==> config.mk <==
export PLATFORM = sky130hd
export DESIGN_NAME = alu_wb_buffer
export DESIGN_NICKNAME = d
export VERILOG_FILES = /design/src/rtl/alu_wb_buffer.sv
export SDC_FILE = /design/constraint.sdc
export NUM_CORES = 1
export LEC_CHECK = 0
export CAP_MARGIN = 10
export CORE_AREA = 2 2 177 110
export DETAILED_ROUTE_END_ITERATION = 8
export DIE_AREA = 0 0 179 112
export PLACE_DENSITY_LB_ADDON = 0.2
export SYNTH_ARGS = -nofsm -noshare
export SYNTH_HDL_FRONTEND = slang
export SYNTH_SLANG_ARGS = --single-unit
==> constraint.sdc <==
create_clock -name clk -period 6.6 [get_ports clk]
set_input_delay 1.32 -clock clk [delete_from_list [all_inputs] [get_ports clk]]
set_output_delay 1.32 -clock clk [all_outputs]
set_load 0.1 [all_outputs]
==> src/rtl/alu_wb_buffer.sv <==
// alu_wb_buffer: write-back buffer sitting between the ALU result interface
// and the register-file write port. A 2-entry FIFO absorbs results while the
// register file is stalled. On the way out, each entry may write the register
// file and may update the architectural NZCV flag register.
// Optional macro WB_FWD_BYPASS_EN adds fwd_valid/fwd_rd/fwd_data. These
// outputs expose the head entry so that operand fetch can forward a pending
// result.
module alu_wb_buffer #(
  parameter int N     = 32,
  parameter int AW    = 4,
  parameter int CNT_W = 16
) (
  input  logic             clk,
  input  logic             rst,
  input  logic             in_valid,
  output logic             in_ready,
  input  logic [N-1:0]     in_result,
  input  logic [3:0]       in_flags,
  input  logic [AW-1:0]    in_rd,
  input  logic             in_wr_en,
  input  logic             in_set_flags,
  input  logic             rf_busy,
  output logic             rf_we,
  output logic [AW-1:0]    rf_waddr,
  output logic [N-1:0]     rf_wdata,
  output logic [3:0]       flags,
  output logic [CNT_W-1:0] wb_count
`ifdef WB_FWD_BYPASS_EN
  ,
  output logic             fwd_valid,
  output logic [AW-1:0]    fwd_rd,
  output logic [N-1:0]     fwd_data
`endif
);

  typedef struct packed {
    logic [N-1:0]  result;
    logic [3:0]    flags;
    logic [AW-1:0] rd;
    logic          wr_en;
    logic          set_flags;
  } entry_t;

  entry_t fifo_mem_reg [2];

  logic [1:0]       count_reg;
  logic [1:0]       count_next;
  logic             wptr_reg;
  logic             rptr_reg;
  logic             rf_we_reg;
  logic [AW-1:0]    rf_waddr_reg;
  logic [N-1:0]     rf_wdata_reg;
  logic [3:0]       flags_reg;
  logic [CNT_W-1:0] wb_count_reg;

  logic   push;
  logic   pop;
  entry_t head;

  // in_ready depends only on the registered count and on reset. It has no
  // path from in_valid or rf_busy, so a full buffer refuses a push even on a
  // cycle where it also pops.
  assign in_ready = (count_reg < 2'd2) && !rst;
  assign push     = in_valid && in_ready;
  assign pop      = (count_reg != 2'd0) && !rf_busy;
  assign head     = fifo_mem_reg[rptr_reg];

  // Occupancy update; a push and a pop in the same cycle leave the count unchanged
  always_comb begin
    count_next = count_reg;
    case ({push, pop})
      2'b10:   count_next = count_reg + 2'd1;
      2'b01:   count_next = count_reg - 2'd1;
      default: count_next = count_reg;
    endcase
  end

  // Entry storage: this holds data only and has no reset, because the count
  // decides which entries are valid
  always_ff @(posedge clk) begin
    if (push) begin
      fifo_mem_reg[wptr_reg] <= '{result:    in_result,
                                  flags:     in_flags,
                                  rd:        in_rd,
                                  wr_en:     in_wr_en,
                                  set_flags: in_set_flags};
    end
  end

  // Pointers and occupancy
  always_ff @(posedge clk) begin
    if (rst) begin
      count_reg <= 2'd0;
      wptr_reg  <= 1'b0;
      rptr_reg  <= 1'b0;
    end else begin
      count_reg <= count_next;
      if (push) wptr_reg <= ~wptr_reg;
      if (pop)  rptr_reg <= ~rptr_reg;
    end
  end

  // Drain side. Each popped entry can drive a single-cycle write strobe and
  // can update the flag register. The address and data outputs keep their
  // previous values when the popped entry does not write.
  always_ff @(posedge clk) begin
    if (rst) begin
      rf_we_reg    <= 1'b0;
      rf_waddr_reg <= '0;
      rf_wdata_reg <= '0;
      flags_reg    <= 4'b0000;
      wb_count_reg <= '0;
    end else begin
      rf_we_reg <= pop && head.wr_en;
      if (pop && head.wr_en) begin
        rf_waddr_reg <= head.rd;
        rf_wdata_reg <= head.result;
        wb_count_reg <= wb_count_reg + CNT_W'(1);
      end
      if (pop && head.set_flags) begin
        flags_reg <= head.flags;
      end
    end
  end

  assign rf_we    = rf_we_reg;
  assign rf_waddr = rf_waddr_reg;
  assign rf_wdata = rf_wdata_reg;
  assign flags    = flags_reg;
  assign wb_count = wb_count_reg;

`ifdef WB_FWD_BYPASS_EN
  // Forwarding view of the oldest pending result, taken from registered state only
  assign fwd_valid = (count_reg != 2'd0) && head.wr_en;
  assign fwd_rd    = head.rd;
  assign fwd_data  = head.result;
`endif

endmodule

==> impl_results.md <==
- Pwr per Cell Area: 401 nW/um2
- Clock-pin slew on the worst setup and hold paths: 0.06 ns
- Final period util: 0.637
- Net Count, Synth: 420
- Seq cells post-synth: around 150
- Die H: approximately 110 um
- Synthesized cell area: about 5400 um2
- Area growth from synthesis to layout: 34.4%
- Vias in the first global route: between 3,000 and 4,000
- Mean post-synth cell area: 14.6 um2
- Number of flip-flops in the largest register: between 80 and 90
- Die ar.: between 20,000 and 25,000 um2
- Clock group share of total power: 0.340
- CP Class: primary input to primary output
- Post-Syn Instances: roughly 370
- Register area share after synthesis: 0.691
- Sequential share of power: 0.377
- Worst Reg-to-Reg Cells: 4
- Max capacitance violation total: 0
- Combinational power share: 0.282
- Reg2Reg Setup Slack: ~4.5 ns
- NetSw: between 1 and 1.5 mW
- Pre-antenna DRT Iters: 4
- Total negative slack: 0 ns
- Initial DRC count: approximately 110
- Post-layout nets: 524
- Least-Margin Pin Slew: 1.16 ns
- Layout fillers: 1,707
- Max Buffers Root-to-Sink: 2
- GRT Residual Overflow: 0
- Vias post-DR: roughly 3,300
- RSZ-0062 raised after global routing: false
- CTS buffer count: 17
- Share of cells above drive strength 1: 0.145
- Worst Skew: 0.00807 ns
- Worst VDD drop: roughly 0.20 mV
- Setup Fix Bufs, Post-CTS: 0
- Worst slew margin relative to its limit: 0.224
- WHS Path Cells: 2
- Min-delay src: wb_count[15]
- H-tree Lvls: 4
- Run status: completed
- Max Clk Rate: around 0.24 GHz
- DRC Markers: 0
- Initial antenna violation count: 1
- Clk sinks: 146
- Fin crit period: about 4.2 ns
- Worst EP arrival: between 2 and 3 ns
- Worst skew pair latency: between 0.4 and 0.5 ns
- Setup violators final: 0
- Final hold vios: 0
- Crit Reg-Reg Endpoint: wb_count[1]
- Drt total wl: 11.7 mm
- CTS tree: done
- Critical Path Start: rst
- GR Util All Layers: 0.122
- Drt wl/cell: 15.9 um
- Critical Path Sink Type: primary output
- Worst EP required: approximately 5.3 ns
- Crit Reg-Reg Startpoint: count_reg[1]
- Site Rows: 39
- Synth Warn #: 0
- Internal: just under 2 mW
- CTS Hold Bufs: 0
- Root Driver: clkbuf_16
- Hold slack: a little under 0.5 ns
- I/O Buffers: about 100
- Vias/cell: approximately 4.5
- Lkg Pwr: between 2 and 2.5 nW
- Core area: roughly 18,000 um2
- Hold Path End: wb_count[15]
- DRT antenna net count: 0
- Starting density of the core: 0.294
- CP Max Fanout: 3
- Ports: approximately 100
- First-pass GRT wire length: roughly 18 mm
- Dpl hpwl: just over 7 mm
- Final slew viol count: 0
- Distinct cell type count after synthesis: 31
- Post-CTS resize count: 0
- Die width: ~180 um
- Largest net degree at the start of global routing: 76
- Sw Share: 0.341
- Startpoint Class: primary input
- Diodes inserted: 0
- Placer congestion estimate: 0.695
- Worst hold path class: flip-flop to flip-flop
worst max-delay path, cell delays in order:
cell and delay, ns:
buf_2 0.13, nor2_1 0.22, clkdlybuf4s50_1 1.20
Yosys cell counts, drive strengths merged:
| cell type | n | area [um2] |
|---|---|---|
| o21ba | 1 | 10.0 |
| mux2 | 1 | 15.0 |
| and3 | 3 | 18.8 |
| nand2 | 4 | 15.0 |
| nor2 | 54 | 203 |
| a21oi | 9 | 45.0 |
| and4 | 2 | 17.5 |
| mux2i | 42 | 420 |
| o31ai | 5 | 37.5 |
| a211oi | 40 | 450 |
| buf | 9 | 71.3 |
| or4 | 5 | 37.5 |
| edfxtp | 84 | 2520 |
| ha | 2 | 25.0 |
| clkbuf | 13 | 48.8 |
| or3 | 4 | 25.0 |
| dfxtp | 62 | 1240 |
| xnor2 | 4 | 35.0 |
| nand4 | 7 | 58.8 |
| and2 | 3 | 18.8 |
| nor2b | 2 | 12.5 |
| o21ai | 4 | 20.0 |
| nand3 | 3 | 27.5 |
| xor2 | 7 | 61.3 |
| inv | 2 | 7.51 |
cell families after synthesis:
group	after synthesis	share of synthesized area
simple gates	87	0.0797
flops	146	0.691
buf+inv	24	0.0234
compound gates	59	0.103
mux	43	0.0800
fa+ha+maj	2	0.00459
xor+xnor	11	0.0177
cell type report:
type                       instances  area [um2]  share of cell area
timing repair buffer             107        1060               0.144
sequential                       146        3760               0.514
inverter                           2        7.51             0.00103
clock inverter                     9         128              0.0174
tap                              246         308              0.0421
multi-input combinational        202        1570               0.214
clock buffer                      23         489              0.0668
how the worst max path moves through the flow:
stage                                    end  slack [ns]
after floorplan           fifo_mem_reg[0][0]        1.21
after global placement              in_ready        2.37
after detailed placement            in_ready        2.40
after CTS                           in_ready        2.39
after global routing                in_ready        2.34
final                               in_ready        2.40
stage by stage:
step                      area, um2   util  power, mW  std cells  setup WS (ns)
after CTS                      7320  0.396       2.97        735           2.39
after global routing           7320  0.396       3.06        735           2.34
after global placement         6700  0.362       1.95        703           2.37
after floorplan                5450      -       1.77        372           1.21
after detailed placement       6700  0.362       1.97        703           2.40
final                          7320  0.396       2.93        735           2.40
cell usage in the layout (no fill, tap or decap), types with 2 or more instances in the layout:
cell / synthesis / final
nor2_1: 54 / 53
clkbuf_1: 13 / 3
clkbuf_8: 0 / 2
and4_1: 2 / 2
xor2_1: 7 / 7
inv_1: 2 / 2
a21oi_1: 9 / 9
buf_4: 3 / 4
dfxtp_1: 62 / 61
ha_1: 2 / 2
clkbuf_16: 0 / 18
edfxtp_1: 84 / 84
and3_1: 3 / 2
or4_1: 5 / 5
nand4_1: 6 / 6
bufinv_16: 0 / 3
clkdlybuf4s50_1: 0 / 102
xnor2_1: 4 / 4
and2_1: 3 / 2
clkinv_2: 0 / 2
o21ai_1: 3 / 3
a211oi_1: 10 / 10
mux2i_1: 42 / 42
nand2_1: 4 / 4
a211oi_2: 30 / 30
nor2b_1: 2 / 2
clkinvlp_4: 0 / 2
or3_1: 4 / 4
nand3_1: 2 / 2
o31ai_1: 5 / 5
power groups by stage:
stage / clock [mW] / combinational [mW] / sequential, mW
CTS: 1.03 / 0.840 / 1.11
floorplan: 0 / 0.311 / 1.46
finish: 0.998 / 0.829 / 1.11
global route: 1.07 / 0.875 / 1.12
detailed placement: 0 / 0.838 / 1.13
global placement: 0 / 0.827 / 1.12
routing by layer:
layer	part of all wire	track usage	vias up
met5	0.0011	0	-
met4	0.0084	0.0358	2
met3	0.071	0.0557	10
met2	0.45	0.188	75
met1	0.47	0.153	1612
li1	-	-	1604
Note: power is estimated with default switching activity, not from simulation.
==> patch: new RTL, same settings <==
Reset style: asynchronous (`rst`), changed in 2 clocked blocks.
--- a/src/rtl/alu_wb_buffer.sv
+++ b/src/rtl/alu_wb_buffer.sv
@@ -90,3 +90,3 @@
   // Pointers and occupancy
-  always_ff @(posedge clk) begin
+  always_ff @(posedge clk or posedge rst) begin
     if (rst) begin
@@ -105,3 +105,3 @@
   // previous values when the popped entry does not write.
-  always_ff @(posedge clk) begin
+  always_ff @(posedge clk or posedge rst) begin
     if (rst) begin
Formal check against the unedited RTL: differs if rst is asserted again (counterexample within 4 cycles, from zero or initial values and one cycle with rst high); with rst held inactive, the same outputs for 10 cycles.
==> patch against the unedited design <==
  * Clock skew grew 0.0051 ns
  * Synthesized area down 3.1%
  * Wire length is 2.1% lower
  * Sequential share of layout area rose by 4.3 points
  * Sequential cell count down 1
  * Via count shrank 8.7%
  * Synthesized cell count down 9.1%
  * Global-route usage decreased by 0.35 points
  * Worst setup slack lost 0.19 ns
  * Worst hold slack worse by 0.015 ns
  * Design area down 0.65%
  * Critical endpoint unchanged
Power is not shown: default switching activity piles up to over one toggle a cycle in this logic, so the estimate is an artifact.
==> patch: results (changes against the unedited design) <==
type of the tightest min-delay check=flop to flop; CP Max Fanout=3 (unchanged); status=finished clean; Hold Path End=wb_count[15]; fmax=0.2277 GHz (-4.2%); vias in the first global route=3044 (-9.8%); H-tree levels=4 (unchanged); max-slew violations=0 (unchanged); Clock Root Buffer=clkbuf_16; CTS Sinks=145 (-0.68%); EDFF count, synth=84 (unchanged); Register-to-Register Setup Slack=4.51 ns (-0.02 ns); TritonCTS buffer count=17 (unchanged); Antenna diodes=0 (unchanged); top layer in use=met4; post-synth net total=386 (-8.1%); top cells by area, synth=edfxtp_1 48%, dfrtp_1 29%, mux2i_1 8.0%; global-route wire length before repair=17160 µm (-4.7%); post_cts resized=0 (unchanged); Synth top cells by count=84 x edfxtp_1, 61 x dfrtp_1, 46 x nor2_1, 42 x mux2i_1, 40 x a21oi_1; Final Skew=0.01321 ns (+0.005143 ns); IO Port Bufs=103 (unchanged); critical path data arrival time=3.07 ns (+0.19 ns); pre-CTS setup slack=2.206 ns (-0.1946 ns); Worst Max-Slew Pin Slew=1.026 ns (-0.1380 ns); max reg flops=84 (unchanged); worst reg2reg path endpoint=flags[1]; gpl congestion=0.7016 (+0.96%); clk_lat worst skew=0.41 ns (about the same); sequential cell area fraction in the yosys report=76.70% (+7.6 points); Max clock buf depth=2 (unchanged); M1 WL=5570 µm (+0.43%); reg2reg path depth=5 (+1); metal3 WL=642 µm (-23%); worst r2r src=rptr_reg; router iterations before antenna repair=4 (unchanged); clk slew on worst S/H paths=0.06 ns (about the same); detailed placement HPWL=6879 µm (-3.2%); largest net degree at the start of global routing=62 (-18%); Iter 0 DRT Violations=219 (+110%); Total GRT Usage=11.82% (-0.35 points); Min-Delay Path Depth=1 (-1); Post-synth ARST share=42.07% (+42 points); antenna violations before repair=0 (-1); Yosys warning count=0 (unchanged); Final #Nets=501 (-4.4%); routed wl met2=5132 µm (-1.4%); Post-CTS Repair Setup Buffers=0 (unchanged); hold wc startpoint=wb_count[15]; Routed WL=11450 µm (-2.1%); Via-to-Cell Ratio=4.235 (-5.8%); share of post-route cells with drive strength above 1=10.09% (-4.4 points); post-synth cell types=24 (-23%)
-- patch: logic make-up after synthesis --
kind of cell,count (synthesis),share of synthesized area (%)
DFF,145,76.70
muxes,43,8.177
buffers and inverters,17,1.375
and+or+nand+nor,70,5.949
adders and majority gates,2,0.4740
AOI/OAI and AO/OA,41,4.006
xor gates and xnor gates,20,3.318
-- patch: critical path, cell delays in order --
cell and delay, ns:
clkdlybuf4s50_1 0.44, nor2_1 0.16, clkdlybuf4s50_1 1.15
-- patch: cell type report --
cell class / instances / area, µm²
clock buffer: 19 / 442.9
clock inverter: 13 / 185.2
fill: 1706 / 11220
inverter: 4 / 15.01
multi-input combinational: 176 / 1174
sequential: 145 / 4050
tap: 246 / 307.8
timing repair buffer: 109 / 1096
-- patch: worst max path at each step --
| stage | startpoint | to | cells after the start |
|---|---|---|---|
| after global routing | rst | in_ready | 3 |
| after global placement | rst | in_ready | 3 |
| after CTS | rst | in_ready | 3 |
| after detailed placement | rst | in_ready | 3 |
| after floorplan | rst | fifo_mem_reg[0][0] | 3 |
| final | rst | in_ready | 3 |
-- patch: through the flow --
step           hold WS [ns]  area, µm²  cells
2_1_floorplan        0.4608       5279    338
3_3_place_gp         0.4661       6615    679
3_5_place_dp         0.4727       6615    679
4_1_cts              0.4800       7243    711
5_1_grt              0.4941       7271    712
6_report             0.4753       7271    712
-- patch: metal layers --
layer	track usage, %	vias to the layer above
li1	-	1452
met1	15.90	1475
met2	17.74	78
met3	4.372	10
met4	3.740	0
met5	0	-
